**src/rtl/mp3_pkg.sv**
```systemverilog
// Shared definitions for the MP3 flash-to-parser path: streamer FSM states,
// byte-lane names and the flash word-address width.
package mp3_pkg;

  localparam int FLASH_ADDR_W = 23;

  typedef enum logic [2:0] {
    IDLE,
    REQ,
    WAIT_DATA,
    EMIT,
    DONE,
    DRAIN
  } state_e;

  localparam logic [1:0] FIRST  = 2'd0;
  localparam logic [1:0] SECOND = 2'd1;
  localparam logic [1:0] THIRD  = 2'd2;
  localparam logic [1:0] FOURTH = 2'd3;

  // Little-endian lane pick: lane 0 is bits [7:0].
  function automatic logic [7:0] select_lane(input logic [31:0] word, input logic [1:0] lane);
    return word[{lane, 3'b000} +: 8];
  endfunction

endpackage

```
**src/rtl/flash_byte_streamer_if.sv**
```systemverilog
// Flash read port plus outgoing byte stream; master is the streamer side.
interface flash_byte_streamer_if #(
  parameter int ADDR_W = 23
);
  logic [ADDR_W-1:0] flash_addr;
  logic              flash_read;
  logic              flash_waitrequest;
  logic              flash_readdatavalid;
  logic [31:0]       flash_readdata;
  logic [7:0]        byte_data;
  logic              byte_valid;
  logic              byte_ready;

  modport master (
    output flash_addr, flash_read, byte_data, byte_valid,
    input  flash_waitrequest, flash_readdatavalid, flash_readdata, byte_ready
  );

  modport slave (
    input  flash_addr, flash_read, byte_data, byte_valid,
    output flash_waitrequest, flash_readdatavalid, flash_readdata, byte_ready
  );
endinterface

```
**src/rtl/flash_byte_streamer_address_select.sv**
```systemverilog
// Byte/word stepping rule: four lanes per word, word moves by WORD_DELTA
// when the lane wraps (3->0 forward, 0->3 reverse).
module address_select
  import mp3_pkg::*;
#(
  parameter int ADDR_W     = FLASH_ADDR_W,
  parameter int WORD_DELTA = 1
) (
  input  logic              reverse,
  input  logic [ADDR_W-1:0] word_i,
  input  logic [1:0]        lane_i,
  output logic [ADDR_W-1:0] word_o,
  output logic [1:0]        lane_o,
  output logic              word_step_o
);

  localparam logic [ADDR_W-1:0] DELTA = ADDR_W'(WORD_DELTA);

  always_comb begin
    word_o      = word_i;
    lane_o      = lane_i;
    word_step_o = 1'b0;
    if (reverse) begin
      case (lane_i)
        FOURTH:  lane_o = THIRD;
        THIRD:   lane_o = SECOND;
        SECOND:  lane_o = FIRST;
        default: begin
          lane_o      = FOURTH;
          word_o      = word_i - DELTA;
          word_step_o = 1'b1;
        end
      endcase
    end else begin
      case (lane_i)
        FIRST:   lane_o = SECOND;
        SECOND:  lane_o = THIRD;
        THIRD:   lane_o = FOURTH;
        default: begin
          lane_o      = FIRST;
          word_o      = word_i + DELTA;
          word_step_o = 1'b1;
        end
      endcase
    end
  end

endmodule

```
**src/rtl/flash_byte_streamer.sv**
```systemverilog
// Fetches 32-bit flash words one at a time and emits their bytes forward or
// reverse between a start and an inclusive end word.
module flash_byte_streamer
  import mp3_pkg::*;
#(
  parameter int WORD_DELTA = 1,
  parameter int ADDR_W     = FLASH_ADDR_W
) (
  input  logic                  clk,
  input  logic                  reset_n,
  input  logic                  start,
  input  logic                  stop,
  input  logic                  reverse,
  input  logic [ADDR_W-1:0]     start_word,
  input  logic [ADDR_W-1:0]     end_word,
  output logic                  busy,
  output logic                  done,
  flash_byte_streamer_if.master bus
);

  state_e            state_q;
  logic [ADDR_W-1:0] word_q;
  logic [ADDR_W-1:0] end_word_q;
  logic [1:0]        lane_q;
  logic              reverse_q;
  logic [31:0]       buffer_q;
  logic              flash_read_q;
  logic [ADDR_W-1:0] flash_addr_q;
  logic              byte_valid_q;
  logic [7:0]        byte_data_q;
  logic              busy_q;
  logic              done_q;

  logic [ADDR_W-1:0] word_d;
  logic [1:0]        lane_d;
  logic              word_step_d;
  logic              last_byte;

  address_select #(
    .ADDR_W    (ADDR_W),
    .WORD_DELTA(WORD_DELTA)
  ) u_address_select (
    .reverse    (reverse_q),
    .word_i     (word_q),
    .lane_i     (lane_q),
    .word_o     (word_d),
    .lane_o     (lane_d),
    .word_step_o(word_step_d)
  );

  assign last_byte = (word_q == end_word_q) && (lane_q == (reverse_q ? FIRST : FOURTH));

  always_ff @(posedge clk) begin
    if (!reset_n) begin
      state_q      <= IDLE;
      word_q       <= '0;
      end_word_q   <= '0;
      lane_q       <= FIRST;
      reverse_q    <= 1'b0;
      buffer_q     <= '0;
      flash_read_q <= 1'b0;
      flash_addr_q <= '0;
      byte_valid_q <= 1'b0;
      byte_data_q  <= '0;
      busy_q       <= 1'b0;
      done_q       <= 1'b0;
    end else begin
      done_q <= 1'b0;
      case (state_q)
        IDLE: begin
          if (start && !stop) begin
            word_q       <= start_word;
            end_word_q   <= end_word;
            reverse_q    <= reverse;
            lane_q       <= reverse ? FOURTH : FIRST;
            flash_read_q <= 1'b1;
            flash_addr_q <= start_word;
            busy_q       <= 1'b1;
            state_q      <= REQ;
          end
        end
        REQ: begin
          if (!bus.flash_waitrequest) begin
            // Accepted even if stop is high: the word is now in flight.
            flash_read_q <= 1'b0;
            state_q      <= stop ? DRAIN : WAIT_DATA;
          end else if (stop) begin
            flash_read_q <= 1'b0;
            busy_q       <= 1'b0;
            state_q      <= IDLE;
          end
        end
        WAIT_DATA: begin
          if (bus.flash_readdatavalid) begin
            if (stop) begin
              busy_q  <= 1'b0;
              state_q <= IDLE;
            end else begin
              buffer_q     <= bus.flash_readdata;
              byte_data_q  <= select_lane(bus.flash_readdata, lane_q);
              byte_valid_q <= 1'b1;
              state_q      <= EMIT;
            end
          end else if (stop) begin
            state_q <= DRAIN;
          end
        end
        EMIT: begin
          if (stop) begin
            byte_valid_q <= 1'b0;
            busy_q       <= 1'b0;
            state_q      <= IDLE;
          end else if (bus.byte_ready) begin
            if (last_byte) begin
              byte_valid_q <= 1'b0;
              done_q       <= 1'b1;
              state_q      <= DONE;
            end else begin
              word_q <= word_d;
              lane_q <= lane_d;
              if (word_step_d) begin
                byte_valid_q <= 1'b0;
                flash_read_q <= 1'b1;
                flash_addr_q <= word_d;
                state_q      <= REQ;
              end else begin
                byte_data_q <= select_lane(buffer_q, lane_d);
              end
            end
          end
        end
        DONE: begin
          busy_q  <= 1'b0;
          state_q <= IDLE;
        end
        DRAIN: begin
          if (bus.flash_readdatavalid) begin
            busy_q  <= 1'b0;
            state_q <= IDLE;
          end
        end
        default: begin
          flash_read_q <= 1'b0;
          byte_valid_q <= 1'b0;
          busy_q       <= 1'b0;
          state_q      <= IDLE;
        end
      endcase
    end
  end

  assign bus.flash_read = flash_read_q;
  assign bus.flash_addr = flash_addr_q;
  assign bus.byte_valid = byte_valid_q;
  assign bus.byte_data  = byte_data_q;
  assign busy           = busy_q;
  assign done           = done_q;

endmodule

```
**src/flat_wrapper.sv**
```systemverilog
// flat-port wrapper written by rule: the top's interface ports become plain ports
module flash_byte_streamer_flat import mp3_pkg::*;
#(
  parameter int WORD_DELTA = 1,
  parameter int ADDR_W     = FLASH_ADDR_W
)
  (clk, reset_n, start, stop, reverse, start_word, end_word, busy, done, bus_flash_addr, bus_flash_read, bus_byte_data, bus_byte_valid, bus_flash_waitrequest, bus_flash_readdatavalid, bus_flash_readdata, bus_byte_ready);
  flash_byte_streamer_if #(.ADDR_W(ADDR_W)) bus_i ();
  input  logic clk;
  input  logic reset_n;
  input  logic start;
  input  logic stop;
  input  logic reverse;
  input  logic [ADDR_W-1:0] start_word;
  input  logic [ADDR_W-1:0] end_word;
  output logic busy;
  output logic done;
  output wire logic [$bits(bus_i.flash_addr)-1:0] bus_flash_addr;
  output wire logic [$bits(bus_i.flash_read)-1:0] bus_flash_read;
  output wire logic [$bits(bus_i.byte_data)-1:0] bus_byte_data;
  output wire logic [$bits(bus_i.byte_valid)-1:0] bus_byte_valid;
  input wire logic [$bits(bus_i.flash_waitrequest)-1:0] bus_flash_waitrequest;
  input wire logic [$bits(bus_i.flash_readdatavalid)-1:0] bus_flash_readdatavalid;
  input wire logic [$bits(bus_i.flash_readdata)-1:0] bus_flash_readdata;
  input wire logic [$bits(bus_i.byte_ready)-1:0] bus_byte_ready;
  assign bus_flash_addr = bus_i.flash_addr;
  assign bus_flash_read = bus_i.flash_read;
  assign bus_byte_data = bus_i.byte_data;
  assign bus_byte_valid = bus_i.byte_valid;
  assign bus_i.flash_waitrequest = bus_flash_waitrequest;
  assign bus_i.flash_readdatavalid = bus_flash_readdatavalid;
  assign bus_i.flash_readdata = bus_flash_readdata;
  assign bus_i.byte_ready = bus_byte_ready;
  flash_byte_streamer #(.WORD_DELTA(WORD_DELTA), .ADDR_W(ADDR_W)) u_core (.clk(clk), .reset_n(reset_n), .start(start), .stop(stop), .reverse(reverse), .start_word(start_word), .end_word(end_word), .busy(busy), .done(done), .bus(bus_i));
endmodule
```
**config.mk**
```make
export PLATFORM = sky130hd
export DESIGN_NAME = flash_byte_streamer_flat
export DESIGN_NICKNAME = d
export VERILOG_FILES = /design/src/rtl/mp3_pkg.sv /design/src/rtl/flash_byte_streamer_if.sv /design/src/rtl/flash_byte_streamer_address_select.sv /design/src/rtl/flash_byte_streamer.sv /design/src/flat_wrapper.sv
export SDC_FILE = /design/constraint.sdc
export NUM_CORES = 1
export LEC_CHECK = 0
export CAP_MARGIN = 5
export CORE_ASPECT_RATIO = 0.5
export CORE_MARGIN = 2
export CORE_UTILIZATION = 45
export DETAILED_ROUTE_END_ITERATION = 6
export PLACE_DENSITY_LB_ADDON = 0.3
export SYNTH_ARGS = -nofsm -noshare
export SYNTH_HDL_FRONTEND = slang
export SYNTH_SLANG_ARGS = --single-unit
```
**constraint.sdc**
```tcl
create_clock -name clk -period 3.9 [get_ports clk]
set_input_delay 0.78 -clock clk [delete_from_list [all_inputs] [get_ports clk]]
set_output_delay 0.78 -clock clk [all_outputs]
set_load 0.05 [all_outputs]
```
==> summary.md, run 1 <==
| Metric | Value |
|---|---|
| Worst slew pin tran | `1070 ps` |
| R2r startpoint | `u_core.lane_q[1]` |
| Cell accounting for the most synthesized area | `dfxtp_1` |
| # clock sinks | `119` |
| Placement Rows | `30` |
| R2R Setup Slk | `890 ps` |
| Worst R2R End | `u_core.bus.flash_addr[17]` |
| Post-DRT Antenna Nets | `0` |
| Average size of a mapped cell | `8.08 um2` |
| Sequential Power Share | `33.7%` |
| Non-filler instance count after layout | `1090` |
| Initial Util | `46.8%` |
| Fmax achieved | `333 MHz` |
| Worst Setup SP | `u_core.lane_q[1]` |
| Status | `finished clean` |
| Total number of vias | `6291` |
| Layout net count | `976` |
| Startpoint Class | `register` |
| Final setup fails | `0` |
| Grt met1 use | `32.1%` |
| Chip Width | `173 um` |
| Root Buffer | `clkbuf_16` |
| Clock share of power | `35.1%` |
| Area share of the largest cell type after synthesis | `36.9%` |
| Critical path capture point type | `register` |
| Grt ovf | `0` |
| Ports | `121` |
| Xor/xnor share of the synthesized area | `5.57%` |
| N_diodes | `0` |
| Cell Pwr Density | `586 nW/um2` |
| Cell leakage power | `2.89 nW` |
| Number of max-cap violations | `0` |
| Num CTS Buffers | `17` |
| CP max stage delay | `790 ps` |
| Commonest non-fill, non-tap cell in the layout | `nand2_1` |
| DR vias/cell | `5.77` |
| Met3 Use GR | `6.44%` |
| DRT Wirelength | `18500 um` |
| DIE AREA | `15400 um2` |
| Period utilization | `77.1%` |
| Combinational power share | `31.2%` |
| CP Capture Point | `u_core.bus.flash_addr[17]` |
| Gr busiest metal | `met2` |
| Crit Path Max Fanout | `14` |
| Yosys warning count | `0` |
| Cell area after synthesis | `6450 um2` |
| Pins Over Slew Limit | `0` |
| Antenna violations before repair | `0` |
| Post-Syn Nets | `889` |
| First-pass GRT wire length | `30000 um` |
| Longest Clk Path Bufs | `2` |
| Adder-cell area share of the yosys netlist | `0.970%` |
| Fin crit period | `3010 ps` |
| Mux share of post-synthesis cell area | `8.71%` |
| Switching part of the total | `35.4%` |
| Dpl cells | `1058` |
| Post-CTS Setup Inserts | `0` |
| Share of cells above drive strength 1 | `8.91%` |
| Routed WL per cell | `16.9 um` |
| Tot GR Track Use | `24.6%` |
| Top FF cell, synth | `dfxtp_1` |
| Ys async rst share | `0%` |
| Top post-synthesis cells by area | `dfxtp_1 (37%), nand2_1 (9.4%), a21oi_1 (7.7%)` |
| Worst r2r path cells | `7` |
| RePlAce Congestion | `0.928` |
| Clock slew at reported path FFs | `50 ps` |
| Flops & latches, synth | `119` |
| EDFF count, synth | `0` |
| Hold Buf Count CTS | `0` |
| Syn-to-layout area delta | `30.1%` |
| Seq/Total Area, Yosys | `36.9%` |
| CP arrival | `3300 ps` |
| Setup TNS | `0 ps` |
| DR pass1 iterations | `5` |
| Clk Latency, worst-skew pair | `410 ps` |
| DRT iter0 DRCs | `445` |
| DRC Markers | `0` |
| Filler cells | `1205` |
| Hold WS | `453 ps` |
| H-tree depth | `4` |
| CTS tree | `built` |
| CP Class | `reg2reg` |
| Die height | `88.7 um` |
| Syn Inst Count | `798` |
| Cell Int Power | `3.18 mW` |
| Crit-path cells | `ha_1 -> and4b_1 -> or4b_2 -> o2bb2ai_1 -> xnor2_1 -> mux2i_1 -> o31ai_1` |
| Dpl hpwl | `13000 um` |
| Port buffer count | `120` |
| Most frequent cells in the layout | `nand2_1 (161), clkdlybuf4s50_1 (120), dfxtp_1 (119)` |
| Post-cts gate resize count | `0` |
| Max-slew headroom | `28.6%` |
| Worst EP required | `4190 ps` |
| Post-Synth Simple-Gate Area | `22.6%` |
| Grt met2 use | `40.5%` |
| Vias in the first global route | `6007` |
| Clock Skew | `10.9 ps` |
| CORE AREA | `13800 um2` |
| Compound-Gate Fraction of Synth Area | `20.1%` |
| Largest net degree at the start of global routing | `51` |
| Worst vdd ir | `323 uV` |
| Largest family of logic cells by synthesized area | `simple AND/OR/NAND/NOR gates` |
| CP max-delay cell | `dfxtp_1` |
| Worst hold path type | `reg2reg` |
| Distinct cells, synth | `67` |
| Hold Violations, Final | `0` |
| P_sw | `1.74 mW` |
| RSZ-0062 raised after global routing | `no` |
[stage by stage]
step / area (um2) / utilization (%) / power (mW) / worst slack (ps)
after floorplan: 6450 / - / 2.73 / 1160
after global placement: 7750 / 56.2 / 3.16 / 1010
after detailed placement: 7750 / 56.2 / 3.20 / 910
after CTS: 8390 / 60.9 / 4.93 / 886
after global routing: 8390 / 60.9 / 5.15 / 625
final: 8390 / 60.9 / 4.92 / 895
[per-layer routing]
layer / share of wire, % / wire length [um]
met1: 45 / 8240
met5: 0 / 0
met2: 45 / 8330
met4: 1.4 / 266
met3: 8.8 / 1630
[state kept, by name, summed over array words and instances, names as in the netlist]
register and cells:
u_core.word_q 23, u_core.bus.flash_read 1, u_core.reverse_q 1, u_core.bus.byte_valid 1, u_core.done 1, u_core.bus.flash_addr 23, u_core.bus.byte_data 8, u_core.end_word_q 23
u_core.lane_q 2, u_core.busy 1, u_core.buffer_q 32, u_core.state_q 3
[area by class of cell]
class	instances	area, um2	area share (%)
inverter	6	22.5	0.268
clock inverter	12	200	2.38
clock buffer	20	447	5.32
multi-input combinational	603	3750	44.7
sequential	119	2380	28.4
timing repair buffer	138	1350	16.1
tap	192	240	2.86
[worst max-delay path, delay by kind of cell (launching register included)]
family	cells	cell delay [ps]
adder cells (fa/ha/maj)	1	450
XOR/XNOR	1	150
AO/OA/AOI/OAI	2	470
multiplexers	1	120
AND/OR/NAND/NOR	2	920
flip-flops	1	790
[cell usage after synthesis (3+ instances only)]
| master | number |
|---|---|
| nand2_1 | 161 |
| o21ai_0 | 20 |
| or4_1 | 3 |
| nand3_1 | 13 |
| xor2_1 | 21 |
| nor2_1 | 57 |
| or3_1 | 5 |
| xnor2_1 | 20 |
| mux2i_1 | 19 |
| nand2b_1 | 6 |
| buf_1 | 3 |
| and3b_1 | 3 |
| mux4_2 | 16 |
| a21o_1 | 4 |
| a31oi_1 | 6 |
| a211oi_1 | 35 |
| nor3b_1 | 5 |
| a21oi_1 | 99 |
| dfxtp_1 | 119 |
| and2_1 | 3 |
| nor4_1 | 10 |
| o22ai_1 | 6 |
| a311oi_1 | 9 |
| and4_1 | 3 |
| clkbuf_1 | 41 |
| nand4b_1 | 3 |
| o32ai_1 | 4 |
| nor4b_1 | 3 |
| inv_1 | 5 |
| nor3_1 | 9 |
| buf_2 | 22 |
| nand4_1 | 9 |
| ha_1 | 5 |
| and3_1 | 5 |
| nand3b_1 | 5 |
[how the worst min path moves through the flow]
stage,from,to,slack (ps),cells past startpoint
3_5_place_dp,u_core.buffer_q[23],u_core.buffer_q[23],450,2
5_1_grt,u_core.buffer_q[23],u_core.buffer_q[23],460,2
2_1_floorplan,u_core.buffer_q[0],u_core.buffer_q[0],430,2
6_report,u_core.buffer_q[25],u_core.buffer_q[25],450,2
3_3_place_gp,u_core.buffer_q[22],u_core.buffer_q[22],440,2
4_1_cts,u_core.buffer_q[23],u_core.buffer_q[23],450,2
[power groups by stage]
stage | registers [mW] | clock network, mW | logic (mW)
after floorplan | 1.72 | 0 | 1.00
after global placement | 1.67 | 0 | 1.49
after detailed placement | 1.67 | 0 | 1.53
after CTS | 1.65 | 1.74 | 1.54
after global routing | 1.68 | 1.80 | 1.67
final | 1.66 | 1.73 | 1.54
[cell families (layout without fill, tap and decap cells)]
logic type	Yosys count	in the layout
AO/OA/AOI/OAI	209	209
flip-flops	119	119
buffers and inverters	76	176
multiplexers	36	36
adder cells (fa/ha/maj)	5	5
XOR/XNOR	41	41
AND/OR/NAND/NOR	312	312
(Power assumes the default switching activity.)
==> run 2, diff against run 1 <==
==> constraint.sdc (replaced) <==
create_clock -name clk -period 2.8 [get_ports clk]
set_input_delay 0.56 -clock clk [delete_from_list [all_inputs] [get_ports clk]]
set_output_delay 0.56 -clock clk [all_outputs]
set_load 0.05 [all_outputs]
==> run 2 against run 1 <==
Maximum frequency rose by 19%. Clock-buffer cell count decreased by 3. Global-route usage rose by 0.64 points. Power is 41% higher. Critical path type unchanged. Critical endpoint is now u_core.bus.flash_addr[19]. Highest routed layer unchanged.
==> summary.md, run 2 (synthesis gave the netlist of run 1 again) <==
| Metric | Value |
|---|---|
| Status | `finished clean` |
| CP arrival | `2850 ps (-450 ps)` |
| # clock sinks | `119 (unchanged)` |
| Switching part of the total | `36.3% (+0.87 points)` |
| Chip Width | `173 um (unchanged)` |
| DRC Markers | `0 (unchanged)` |
| Fmax achieved | `397 MHz (+19%)` |
| CP Class | `reg2reg` |
| Longest Clk Path Bufs | `2 (unchanged)` |
| Hold WS | `451 ps (-1.75 ps)` |
| Ports | `121 (unchanged)` |
| Setup TNS | `0 ps (unchanged)` |
| Pins Over Slew Limit | `0 (unchanged)` |
| Hold Violations, Final | `0 (unchanged)` |
| Commonest non-fill, non-tap cell in the layout | `nand2_1` |
| DRT Wirelength | `19000 um (+2.6%)` |
| Port buffer count | `120 (unchanged)` |
| Placement Rows | `30 (unchanged)` |
| Syn-to-layout area delta | `32.9%` |
| Worst Setup SP | `u_core.reverse_q` |
| Root Buffer | `clkbuf_16` |
| R2r startpoint | `u_core.reverse_q` |
| Routed WL per cell | `17.1 um (+0.70%)` |
| First-pass GRT wire length | `30500 um (+1.5%)` |
| Worst vdd ir | `497 uV (+54%)` |
| Worst EP required | `3130 ps (-1060 ps)` |
| Sequential Power Share | `32.1% (-1.6 points)` |
| Crit Path Max Fanout | `11 (-3)` |
| Post-CTS Setup Inserts | `0 (unchanged)` |
| Share of cells above drive strength 1 | `11.2% (+2.3 points)` |
| Largest register FFs | `32 (unchanged)` |
| Period utilization | `90.0% (+13 points)` |
| RSZ-0062 raised after global routing | `no` |
| Num CTS Buffers | `17 (unchanged)` |
| P_sw | `2.51 mW (+44%)` |
| Largest net degree at the start of global routing | `44 (-14%)` |
| Clock slew at reported path FFs | `60 ps (about the same)` |
| CORE AREA | `13800 um2 (unchanged)` |
| Cell Pwr Density | `808 nW/um2 (+38%)` |
| Start point of the worst hold path | `u_core.buffer_q[8]` |
| Critical path capture point type | `register` |
| Clock Skew | `11.7 ps (+0.730 ps)` |
| Number of max-cap violations | `0 (unchanged)` |
| Fin crit period | `2520 ps (-485 ps)` |
| Most frequent cells in the layout | `nand2_1 (161), clkdlybuf4s50_1 (120), dfxtp_1 (119)` |
| Vias in the first global route | `6005 (-0.033%)` |
| Grt ovf | `0 (unchanged)` |
| Die height | `88.7 um (unchanged)` |
| Worst slew pin tran | `687 ps (-382 ps)` |
| DR vias/cell | `5.70 (-1.2%)` |
| Post-cts gate resize count | `0 (unchanged)` |
| H-tree depth | `4 (unchanged)` |
| Top reg by flops | `u_core.buffer_q` |
| DR pass1 iterations | `4 (-1)` |
| CTS tree | `built` |
| Worst hold path type | `reg2reg` |
| DIE AREA | `15400 um2 (unchanged)` |
| DRT iter0 DRCs | `435 (-2.2%)` |
| Layout net count | `997 (+2.2%)` |
| Antenna violations before repair | `0 (unchanged)` |
| Final setup fails | `0 (unchanged)` |
| RePlAce Congestion | `0.915 (-1.4%)` |
| Max-slew headroom | `53.7% (+25 points)` |
| Dpl hpwl | `13600 um (+4.2%)` |
| Cell Int Power | `4.42 mW (+39%)` |
| Clk Latency, worst-skew pair | `420 ps (about the same)` |
| Cell leakage power | `3.01 nW (+4.2%)` |
| Final core occ | `62.2% (+1.3 points)` |
| Total number of vias | `6333 (+0.67%)` |
| Combinational power share | `33.6% (+2.4 points)` |
| Hold Buf Count CTS | `0 (unchanged)` |
| Tot GR Track Use | `25.3% (+0.64 points)` |
| N_diodes | `0 (unchanged)` |
| Clock share of power | `34.2% (-0.9 points)` |
| Post-DRT Antenna Nets | `0 (unchanged)` |
| Initial Util | `46.8% (unchanged)` |
| Startpoint Class | `register` |
| Tot Pwr | `6.93 mW (+41%)` |
-- run 2: final cells by class --
cell class                      count  area, um2
Clock buffer                       17        425
Multi-Input combinational cell    603       3750
Sequential cell                   119       2380
Fill cell                        1237       5200
Clock inverter                     15        215
Inverter                            6       22.5
Tap cell                          192        240
Timing Repair Buffer              159       1530
-- run 2: worst max-delay path, stage by stage, from the launching register on --
cell and delay (ps):
dfxtp_1 580, buf_4 210, or4b_2 610, nor4_1 180, a31oi_1 80, or3_1 330, a31o_2 260, o31ai_1 180
-- run 2: worst paths after layout --
check / to / slack [ps] / cells past startpoint
worst max-delay path: u_core.bus.flash_addr[19] / 280 / 7
worst min-delay path: u_core.buffer_q[8] / 450 / 2
worst max register to register: u_core.bus.flash_addr[19] / 280 / 7
worst min register to register: u_core.buffer_q[8] / 450 / 2
-- run 2: routing by layer --
layer  GRT usage [%]  wire length, um  up-vias
met3            7.17             1600       21
met2            41.4             8420      235
met4            6.55              221        0
met1            33.3             8710     2999
li1                -                -     3078
met5               0                0        -
-- run 2: power groups by stage --
stage	logic, mW	registers [mW]	clock network, mW
finish	2.33	2.23	2.37
global route	2.54	2.26	2.48
CTS	2.33	2.21	2.40
detailed placement	2.32	2.24	0
global placement	2.28	2.24	0
floorplan	1.40	2.40	0
-- run 2: stage by stage --
stage / setup WS [ps] / area (um2) / instances
6_report: 280 / 8570 / 1111
5_1_grt: 126 / 8570 / 1111
4_1_cts: 336 / 8570 / 1111
3_5_place_dp: 256 / 7930 / 1079
3_3_place_gp: 292 / 7930 / 1079
2_1_floorplan: 59.4 / 6450 / 798
